[config.mk]
export PLATFORM = sky130hd
export DESIGN_NAME = parking_gate_arbiter
export DESIGN_NICKNAME = d
export VERILOG_FILES = /design/src/rtl/parking_gate_arbiter.sv
export SDC_FILE = /design/constraint.sdc
export NUM_CORES = 1
export LEC_CHECK = 0
export ABC_AREA = 1
export CAP_MARGIN = 20
export CORE_UTILIZATION = 53
export DETAILED_ROUTE_END_ITERATION = 16
export PLACE_DENSITY = 0.8
export SLEW_MARGIN = 20
export SYNTH_ARGS = -nofsm -noshare
export SYNTH_HDL_FRONTEND = slang
export SYNTH_SLANG_ARGS = --single-unit
[constraint.sdc]
create_clock -name clk -period 2.87 [get_ports clk]
set_input_delay 0.4305 -clock clk [delete_from_list [all_inputs] [get_ports clk]]
set_output_delay 0.4305 -clock clk [all_outputs]
set_load 0.01 [all_outputs]
[src/rtl/parking_gate_arbiter.sv]
// Barrier-gate arbiter: grants/refuses entry and exit requests against per-zone capacity,
// times the gate pulse and keeps the packed occupancy bus. Optional: PARKING_GATE_ARBITER_REFUSE_CNT_EN.
module parking_gate_arbiter #(
    parameter int unsigned GATE_CYC = 4,
    parameter int unsigned CAP      = 7
) (
    input  logic        clk,
    input  logic        rst,
    input  logic        entry_req,
    input  logic [1:0]  entry_zone,
    input  logic        exit_req,
    input  logic [1:0]  exit_zone,
    output logic        entry_ack,
    output logic        entry_deny,
    output logic        exit_ack,
    output logic        exit_err,
    output logic        gate_open,
    output logic [11:0] s1a,
    output logic [4:0]  free_total,
    output logic        lot_full
`ifdef PARKING_GATE_ARBITER_REFUSE_CNT_EN
    ,
    output logic [7:0]  refuse_cnt
`endif
);

    localparam int unsigned GW      = $clog2(GATE_CYC + 1);
    localparam logic [2:0]  CapV    = 3'(CAP);
    localparam logic [4:0]  FreeMax = 5'(4 * CAP);

    typedef enum logic [1:0] {StIdle, StGate, StWaitRel} state_e;

    state_e          state_q, state_d;
    logic [3:0][2:0] cnt_q, cnt_d;
    logic            ptr_q, ptr_d;          // 0: entry has priority, 1: exit
    logic            win_exit_q, win_exit_d;
    logic [1:0]      win_zone_q, win_zone_d;
    logic [GW-1:0]   gate_cnt_q, gate_cnt_d;
    logic            gate_open_d;
    logic            entry_ack_d, entry_deny_d, exit_ack_d, exit_err_d;
    logic            use_exit;
    logic [1:0]      zone;
    logic [4:0]      occ_sum;

    assign use_exit = exit_req && (!entry_req || ptr_q);
    assign zone     = use_exit ? exit_zone : entry_zone;

    always_comb begin
        state_d      = state_q;
        cnt_d        = cnt_q;
        ptr_d        = ptr_q;
        win_exit_d   = win_exit_q;
        win_zone_d   = win_zone_q;
        gate_cnt_d   = gate_cnt_q;
        gate_open_d  = gate_open;
        entry_ack_d  = 1'b0;
        entry_deny_d = 1'b0;
        exit_ack_d   = 1'b0;
        exit_err_d   = 1'b0;
        unique case (state_q)
            StIdle: begin
                if (entry_req || exit_req) begin
                    win_exit_d = use_exit;
                    win_zone_d = zone;
                    ptr_d      = ~ptr_q;
                    if (!use_exit) begin
                        if (cnt_q[zone] < CapV) begin
                            cnt_d[zone] = cnt_q[zone] + 3'd1;
                            entry_ack_d = 1'b1;
                            gate_open_d = 1'b1;
                            gate_cnt_d  = GW'(GATE_CYC - 1);
                            state_d     = StGate;
                        end else begin
                            entry_deny_d = 1'b1;
                            state_d      = StWaitRel;
                        end
                    end else begin
                        if (cnt_q[zone] != 3'd0) begin
                            cnt_d[zone] = cnt_q[zone] - 3'd1;
                            exit_ack_d  = 1'b1;
                            gate_open_d = 1'b1;
                            gate_cnt_d  = GW'(GATE_CYC - 1);
                            state_d     = StGate;
                        end else begin
                            exit_err_d = 1'b1;
                            state_d    = StWaitRel;
                        end
                    end
                end
            end
            StGate: begin
                if (gate_cnt_q == '0) begin
                    gate_open_d = 1'b0;
                    state_d     = StWaitRel;
                end else begin
                    gate_cnt_d = gate_cnt_q - 1'b1;
                end
            end
            StWaitRel: begin
                if (!(win_exit_q ? exit_req : entry_req)) begin
                    state_d = StIdle;
                end
            end
            default: state_d = StIdle;
        endcase
    end

    always_ff @(posedge clk) begin
        if (rst) begin
            state_q    <= StIdle;
            cnt_q      <= '0;
            ptr_q      <= 1'b0;
            win_exit_q <= 1'b0;
            win_zone_q <= 2'd0;
            gate_cnt_q <= '0;
            gate_open  <= 1'b0;
            entry_ack  <= 1'b0;
            entry_deny <= 1'b0;
            exit_ack   <= 1'b0;
            exit_err   <= 1'b0;
        end else begin
            state_q    <= state_d;
            cnt_q      <= cnt_d;
            ptr_q      <= ptr_d;
            win_exit_q <= win_exit_d;
            win_zone_q <= win_zone_d;
            gate_cnt_q <= gate_cnt_d;
            gate_open  <= gate_open_d;
            entry_ack  <= entry_ack_d;
            entry_deny <= entry_deny_d;
            exit_ack   <= exit_ack_d;
            exit_err   <= exit_err_d;
        end
    end

`ifdef PARKING_GATE_ARBITER_REFUSE_CNT_EN
    always_ff @(posedge clk) begin
        if (rst) begin
            refuse_cnt <= 8'd0;
        end else if ((entry_deny_d || exit_err_d) && refuse_cnt != 8'hFF) begin
            refuse_cnt <= refuse_cnt + 8'd1;
        end
    end
`endif

    always_comb begin
        occ_sum    = 5'(cnt_q[0]) + 5'(cnt_q[1]) + 5'(cnt_q[2]) + 5'(cnt_q[3]);
        free_total = FreeMax - occ_sum;
        lot_full   = (cnt_q[0] == CapV) && (cnt_q[1] == CapV) &&
                     (cnt_q[2] == CapV) && (cnt_q[3] == CapV);
        s1a        = cnt_q;
    end

endmodule
**Yosys cells after proc, flatten, opt, wreduce, memory -nomap -nowiden**

Cells that the tools add are included.

- Bits in registers: 24
- Bits in latches: 0
- RAM bits: 0
- ROM bits: 0
- Bits of input ports: 8
- Output and inout bits: 23
- Logic and storage cells: 94
- Memories kept: 0

- Add/subtract/negate cells: 7
- $mul: 0
- Divide/modulo/power cells: 0
- Magnitude comparators: 3
- Equal/unequal tests: 13
- Shifts and indexed selects: 0
- Mux-type cells: 34
- Bitwise gates (word level): 4
- Reduce and logical (&&, ||, !) cells: 20

Operators with widths:

| cell | count |
|---|---|
| $mux 12 | 3 |
| $bwmux 12 | 2 |
| $mux 3 | 7 |
| $mux 2 | 7 |
| $eq 3x3->1 const B | 4 |
| $mux 1 | 10 |
| $reduce_and 5->1 | 2 |
| $ne 2x2->1 const B | 4 |
| $reduce_or 4->1 | 2 |
| $bmux 3 s2 | 1 |
| $demux 3 s2 | 1 |
| $ne 3x3->1 const B | 2 |
| $pmux 2 s3 | 1 |
| $pmux 3 s2 | 1 |
| $sub 3x1->3 const B | 2 |
| $add 4x3->5 | 1 |
| $add 5x3->5 | 1 |
| $logic_and 1x1->1 | 5 |
| $sub 5x5->5 const A | 1 |
| $add 3x3->4 | 1 |
| $not 1->1 | 4 |
| $reduce_and 4->1 | 1 |
| $reduce_bool 2->1 | 2 |
| $add 3x1->3 const B | 1 |
| 14 further kinds | 15 |

**Logic depth before layout (Yosys ltp)**

Gate-level depths: netlist of run 1.

- Depth after elaboration: 11
- Mapped depth: 19
- Gate-level depth less buffers: 18

**Worst setup path after synthesis of run 1**

Ideal clock, no wire load.

- Kind: reg2out
- Start: register cnt_q (netlist bit s1a[4])
- End: output free_total[3]
- Arrival: 2.353 ns
- Data required time: 2.440 ns
- Path slack: 0.086 ns
- Stages on the path, launching flop included: 10
- Buffers on the path: 0
- Cells stage by stage: dfxtp_1 -> inv_1 -> fa_1 -> inv_1 -> fa_1 -> inv_1 -> ha_1 -> inv_1 -> fa_1 -> xnor2_1

- Cells in the longest elaborated chain, start to end: 4

Ends and longest elaborated chain:

| element | line | text |
|---|---|---|
| from (decl) | 34 | `logic [3:0][2:0] cnt_q, cnt_d;` |
| from (signal assigned) | 123 | `cnt_q <= cnt_d;` |
| $add 3x3->4 | 147 | `occ_sum = 5'(cnt_q[0]) + 5'(cnt_q[1]) + 5'(cnt_q[2]) + 5'(cnt_q[3]);` |
| $add 4x3->5 | 147 |  |
| $add 5x3->5 | 147 |  |
| $sub 5x5->5 | 148 | `free_total = FreeMax - occ_sum;` |
| to (decl) | 19 | `output logic [4:0] free_total,` |

No other way between the ends.

**Worst setup path after layout of run 1**

- Start: register cnt_q (netlist bit s1a[7])
- End: output free_total[2]

- Cells in the longest elaborated chain, start to end: 3

Ends and longest elaborated chain:

| element | line |
|---|---|
| $add 4x3->5 | 147 |
| $add 5x3->5 | 147 |
| $sub 5x5->5 | 148 |

No other way between the ends.

==> results of run 1 <==
through the flow:
| step | cells | utilization [%] | setup TNS, ns | hold slack [ns] |
|---|---|---|---|---|
| 2_1_floorplan | 237 | - | 0 | 0.422 |
| 3_3_place_gp | 338 | 74.5 | -0.559 | 0.438 |
| 3_5_place_dp | 338 | 74.5 | -0.701 | 0.449 |
| 4_1_cts | 343 | 76.4 | -0.461 | 0.469 |
| 5_1_grt | 344 | 77.7 | -0.735 | 0.505 |
| 6_report | 344 | 77.7 | -0.379 | 0.465 |
worst max-delay path: stages, from the launching register on:
cell and delay [ns]:
dfxtp_2 0.36, inv_2 0.04, fa_1 0.54, inv_2 0.04, fa_1 0.45, inv_2 0.08, ha_4 0.13, inv_2 0.03
fa_2 0.51, inv_2 0.04, buf_6 0.11
worst max-delay path by stage:
stage,start,endpoint,slack (ns),cells after the start
finish,s1a[7],free_total[2],-0.22,10
floorplan,s1a[4],free_total[3],0.09,9
detailed placement,s1a[4],free_total[2],-0.34,10
CTS,s1a[7],free_total[2],-0.26,10
global placement,s1a[4],free_total[2],-0.28,10
global route,s1a[7],free_total[2],-0.33,10
metal layers:
metal / wire length [um] / up-vias / track usage [%]
met5: 0 / - / 0
met1: 1750 / 745 / 33.2
met4: 19 / 0 / 4.08
met2: 1720 / 44 / 40.6
met3: 226 / 2 / 4.59
li1: - / 851 / -
cells in the final DEF, fill, tap and decap left out, types with 3 or more instances in the layout:
cell type        instances
nand2_1                 53
nor2_1                  33
inv_1                   32
buf_4                   29
clkdlybuf4s50_1         26
dfxtp_1                 20
nand3_1                 15
inv_2                    9
ha_1                     8
nand2_2                  7
nand3_2                  6
nand4_1                  6
nand2_4                  5
a21oi_1                  5
fa_1                     5
nor2b_1                  4
dfxtp_2                  4
nand2_8                  3
o21ai_0                  3
clkbuf_4                 3
buf_6                    3
logic make-up after synthesis:
family | Yosys count | synth area share, %
adders and majority gates | 15 | 13.3
xor gates and xnor gates | 4 | 2.00
buffers and inverters | 46 | 11.2
DFF | 24 | 27.5
muxes | 1 | 0.573
AOI/OAI and AO/OA | 11 | 4.01
and+or+nand+nor | 136 | 41.4
what timing repair did:
item,CTS,global route
pin swaps,8,1
buffers inserted,1,1
gates resized for setup,26,8
endpoints found under the setup margin,4,4
cell type report:
cell class,instances,area [um^2],share of cell area [%]
multi-input combinational,167,1100,45.6
timing repair buffer,62,552,22.9
sequential,24,485,20.1
inverter,43,166,6.91
tap,44,55.1,2.28
clock inverter,1,30.0,1.25
clock buffer,3,22.5,0.935
report_power, final:
part / total (mW) / internal (mW) / switching [mW]
registers: 0.441 / 0.402 / 0.0389
clock network: 0.251 / 0.141 / 0.110
logic: 1.14 / 0.560 / 0.577
==> results.txt, run 1 <==
By area the synthesized netlist is led by dfxtp_1 27%, nand2_1 11%, inv_1 8.6%. The type of the most critical hold path is reg -> reg. The insertion delay of the later-clocked pin in the worst-skew pair is 0.32 ns. The routed design could run at a clock period as short as 3.09 ns. The leakage power of the design came out at 1.20 nW. The synthesized area per cell is 7.38 um^2.

The aggregate global-route resource usage is 24.4%. The post-synthesis instance area came out at 0.00175 mm^2. The wire length of the first global-routing pass is 6630 um.

The number of clock buffers added by TritonCTS is 3. Synthesis produced a netlist whose cell count is 237. Overall power consumption after layout is estimated at 1.83 mW. The remaining max-slew budget at the tightest pin is 56.0%. The violation count after the first detailed-routing iteration came out at 72.

The total placed instance area came out at 0.00231 mm^2. The area of the die came out at 0.00353 mm^2. The startpoint identified for the worst hold timing path is ptr_q. The post-route DRC violation count is 0. In this run the critical register-to-register path is launched from ptr_q. The global-route congestion overflow total came out at 0. The CTS clock-pin slew for the worst setup and hold paths is 0.14 ns. The flop-to-flop setup slack came out at 0.50 ns. The number of distinct library cell variants in the gate-level netlist after synthesis is 28. The flow ran to the end, but the final reports show violations. The number of cells on the worst hold path is 1. The fraction of post-synthesis cell area in the top cell type by area came out at 27.5%.

The routed layout has 1642 vias. By startpoint and endpoint, the worst setup path is classified as reg -> out. For this run, asynchronously set or reset flops after synthesis account for 0%. The layout overhead on the synthesized area came out at 37.9%.

CTS built an H-tree with a depth of 1. The end point of the worst hold path is ptr_q. For the pin with the worst max-slew slack, the measured transition is 0.659 ns.

The number of hold violations in the final report is 0. For the worst setup path, the data arrival time is 2.66 ns. Along the worst path, the maximum fanout reaches 2.

The share of final-layout standard cells stronger than drive strength 1 is 27.0%. The number of filler cells placed in the layout is 239. The endpoint class of the critical path is an output port.

The detailed-placement wirelength estimate is 2930 um. After floorplanning, the core was sized to cover 0.00310 mm^2. The final count of negative-setup-slack endpoints came out at 2. Across all setup checks in the final design, the least slack found is -0.217 ns. The final max-slew violation count is 0. The die extent in y is 59.4 um. The sequential-to-total area share from yosys stat came out at 27.5%. The number of search-and-repair iterations in the first detailed-routing pass is 4. The final critical path takes up 108% of the cycle.

The TritonCTS sink count is 24. The congestion estimate from routability-driven global placement came to 0.813. The root buffer selected by CTS is clkbuf_4. The initial antenna violation count came out at 0. The critical path required time is 2.44 ns.

The number of max-cap violations came out at 0. The maximum frequency from static timing analysis is 324 MHz. The final layout contains routed wiring with a total length of 3710 um.

The clock skew came out at 0.000689 ns. The largest net degree at the start of global routing is 22. The commonest cells after synthesis are 53 x nand2_1, 40 x inv_1, 33 x nor2_1.

The synthesized design contains 0 enable-type register cells. The top flip-flop cell by instance count after synthesis is dfxtp_1. The initialized floorplan defines 20 standard-cell rows. The number of vias per cell after detailed routing is 4.77. The path depth of the worst reg2reg path came out at 16. Of all cell types, the one taking the most synthesized area is dfxtp_1. The worst register-to-register path ends at s1a[4].

The number of flip-flops and latches in the synthesized netlist is 24. The peak ir drop on the vdd network is 0.000484 V. The floorplan step set the die width to 59.4 um. The net count of the mapped netlist is 260. The pre-CTS setup slack came out at -0.344 ns.

Setup repair after global routing could not meet its margin everywhere. The via count of the first global-routing pass came to 1555. In the post-synthesis netlist, the cell with the most instances is nand2_1.

The number of antenna repair diodes came out at 0. The count of input and output buffers is 30. The checks that failed: negative setup slack. The kind of start point of the critical path is a flop. The top-level port count came out at 31. The post-route cell area came out at 0.00241 mm^2. The maximum buffer depth of the clock tree came out at 2. The detail route stage leaves a number of antenna-violating nets equal to 0. The power density normalized to cell area came out at 759 mW/mm^2.

The routed length per placed instance came out at 10.8 um. The number of synthesis warnings came out at 0. The effective utilization at floorplan came out at 56.3%. The number of nets in the layout is 324. The hold buffer count at CTS came out at 0. TritonCTS built the clock tree.
No activity file was read; power rests on OpenSTA's default activity.
==> inputs of run 2 (changes only) <==
--- a/config.mk
+++ b/config.mk
@@ -10,4 +10,5 @@
 export CORE_UTILIZATION = 53
 export DETAILED_ROUTE_END_ITERATION = 16
+export GPL_TIMING_DRIVEN = 0
 export PLACE_DENSITY = 0.8
 export SLEW_MARGIN = 20
==> constraint.sdc (replaced) <==
create_clock -name clk -period 2.87 [get_ports clk]
set_input_delay 0.4305 -clock clk [delete_from_list [all_inputs] [get_ports clk]]
set_output_delay 0.4305 -clock clk [all_outputs]
set_load 0.005 [all_outputs]
==> results.txt, run 2 (synthesized netlist as in run 1, its figures left out) <==
The run finished, with violations left. The final reports fail on negative setup slack. The fraction of the core area covered by cells at the end of the flow is 72.7% (-4.9 points).

The type of the most critical hold path is reg -> reg. The number of cell rows is 20 (unchanged). The global-route congestion overflow total came out at 0 (unchanged).

The number of vias in the routed layout came to 1579 (-3.8%). The maximum buffer depth of the clock tree is 2 (unchanged). The aggregate global-route resource usage is 23.2% (-1.2 points).

The count of input and output buffers came out at 30 (unchanged). The detailed-placement wirelength estimate is 2730 um (-6.9%). The worst setup path is of the reg -> out kind.

Relative to the synthesized area, the layout overhead comes to 29.1%. The share of final-layout standard cells stronger than drive strength 1 came out at 24.7% (-2.3 points). The worst setup path is launched from a flop.

The top-level port count is 31 (unchanged). The worst hold slack across all endpoints came out at 0.468 ns (+0.00308 ns). The endpoint arrival time on the critical path is 2.71 ns (+0.05 ns). The critical path starts at s1a[10].

The worst register-to-register path ends at s1a[7]. The startpoint of the lowest-slack register-to-register path is ptr_q. The power density normalized to cell area was 703 mW/mm^2 (-7.4%).

The delay of the slowest critical-path stage came out at 0.54 ns (about the same). Setup repair after global routing could not meet its margin everywhere. Counting stages on the worst path, the most repeated cell is inv_2. The largest net degree at the start of global routing is 13 (-41%). The chip width came out at 59.4 um (unchanged). The most common cell after layout, fill and taps aside is nand2_1. The number of antenna repair diodes is 0 (unchanged).

The path depth of the worst reg2reg path is 19 (+3). The transition time at the pin with the least slew margin is 0.394 ns (-0.264 ns). The remaining antenna violation count after routing is 0 (unchanged). The total clock buffers created by CTS came out at 3 (unchanged). The TritonCTS sink count came to 24 (unchanged). The aggregate negative setup slack came out at -0.474 ns (-0.0952 ns). The final critical-path required period came out at 3.14 ns (+0.0505 ns).

The number of nets in the layout came out at 308 (-4.9%). The slack of the critical path came out at -0.267 ns (-0.0505 ns). The maximum frequency from static timing analysis is 319 MHz (-1.6%). The number of hold violations in the final report is 0 (unchanged).

The wire length of the first global-routing pass is 6140 um (-7.4%). The number of max-cap violations came to 0 (unchanged). The leakage power of the design came to 1.10 nW (-8.2%). The total placed cells including tap cells is 311 (-8.0%). The routed length per placed instance came out at 11.6 um (+7.3%). The worst setup path is captured at an output port. The slowest stage of the critical path belongs to the cell fa_1. The via count of the first global-routing pass came to 1370 (-12%). The final worst-path cycle share came out at 109% (+1.8 points). The final weighted congestion of routability-driven global placement came out at 0.831 (+2.2%). The area of the die is 0.00353 mm^2 (unchanged). The hold buffer count at CTS came out at 0 (unchanged). The CTS clock-pin slew for the worst setup and hold paths came out at 0.13 ns (about the same).

The number of search-and-repair iterations in the first detailed-routing pass came out at 4 (unchanged). The remaining max-slew budget at the tightest pin came to 73.6% (+18 points). TritonCTS built the clock tree. The final count of negative-setup-slack endpoints came out at 2 (unchanged). The die extent in y is 59.4 um (unchanged). The H-tree depth is 1 (unchanged). The flop-to-flop setup slack is 0.40 ns (-0.10 ns). The peak ir drop on the vdd network came out at 0.000447 V (-7.7%).

The final wirelength was 3790 um (+2.0%). The root buffer selected by CTS is clkbuf_4. The core region area is 0.00310 mm^2 (unchanged). The post-route DRC violation count came to 0 (unchanged). The initial antenna violation count came out at 0 (unchanged). The power consumption came out at 1.59 mW (-13%). The count of placed standard cells in the final layout, fillers left out came out at 327 (-4.9%). The insertion delay of the later-clocked pin in the worst-skew pair came out at 0.32 ns (about the same).

The violation count after the first detailed-routing iteration was 87 (+21%). The most critical setup path has its endpoint at free_total[2]. The effective utilization at floorplan came to 56.3% (unchanged).

The clock skew is 0.0103 ns (+0.00957 ns). The critical path required time is 2.44 ns (about the same). The maximum net fanout on the critical path is 2 (unchanged). In the layout the commonest cells are 52 x nand2_1, 33 x nor2_1, 29 x inv_1. The number of vias per cell after detailed routing is 4.83 (+1.2%).

The final max-slew violation count is 0 (unchanged). The critical path goes through inv_2, fa_1, inv_2, fa_1, inv_1, ha_2, inv_2, fa_2, inv_1, buf_2.
==> run 2: through the flow <==
step           instance area (um^2)  setup WS (ns)
2_1_floorplan                  1750          0.191
3_3_place_gp                   2100         -0.379
3_5_place_dp                   2100         -0.416
4_1_cts                        2220         -0.276
5_1_grt                        2260         -0.364
6_report                       2260         -0.267
==> run 2: repair_timing <==
item	4_1_cts	5_1_grt
resized for setup	30	8
endpoints found under the setup margin	4	14
buffers inserted	11	2
pin swaps	9	5
==> run 2: where the power goes <==
group	total [mW]	switching (mW)	internal [mW]
Sequential	0.451	0.0481	0.403
Combinational	0.984	0.524	0.461
Clock	0.151	0.102	0.0492
==> run 2: per-layer routing <==
layer | vias to the layer above | GRT usage (%) | wire (um)
met5 | - | 0 | 0
met4 | 0 | 6.12 | 16
met3 | 2 | 4.15 | 176
met2 | 35 | 37.1 | 1750
met1 | 712 | 32.2 | 1840
li1 | 830 | - | -
==> run 2: layout make-up <==
type                    count  area (um^2)
multi-input cells         167         1110
fillers                   262          846
flip-flops and latches     24          488
repair buffers             43          382
inverters                  43          169
well taps                  44         55.1
plain buffers               3         30.0
clock buffers               3         22.5
==> run 2: how the worst min path moves through the flow <==
stage                     start    end  slack [ns]  cells past startpoint
after floorplan           ptr_q  ptr_q        0.42                      1
after global placement    ptr_q  ptr_q        0.44                      1
after detailed placement  ptr_q  ptr_q        0.45                      1
after CTS                 ptr_q  ptr_q        0.47                      1
after global routing      ptr_q  ptr_q        0.51                      1
final                     ptr_q  ptr_q        0.47                      1
==> run 2: worst max-delay path, delay by kind of cell (launching register included) <==
kind                     cells  cell delay, ns
adder cells (fa/ha/maj)      4            1.68
buffers and inverters        6            0.34
flip-flops                   1            0.36
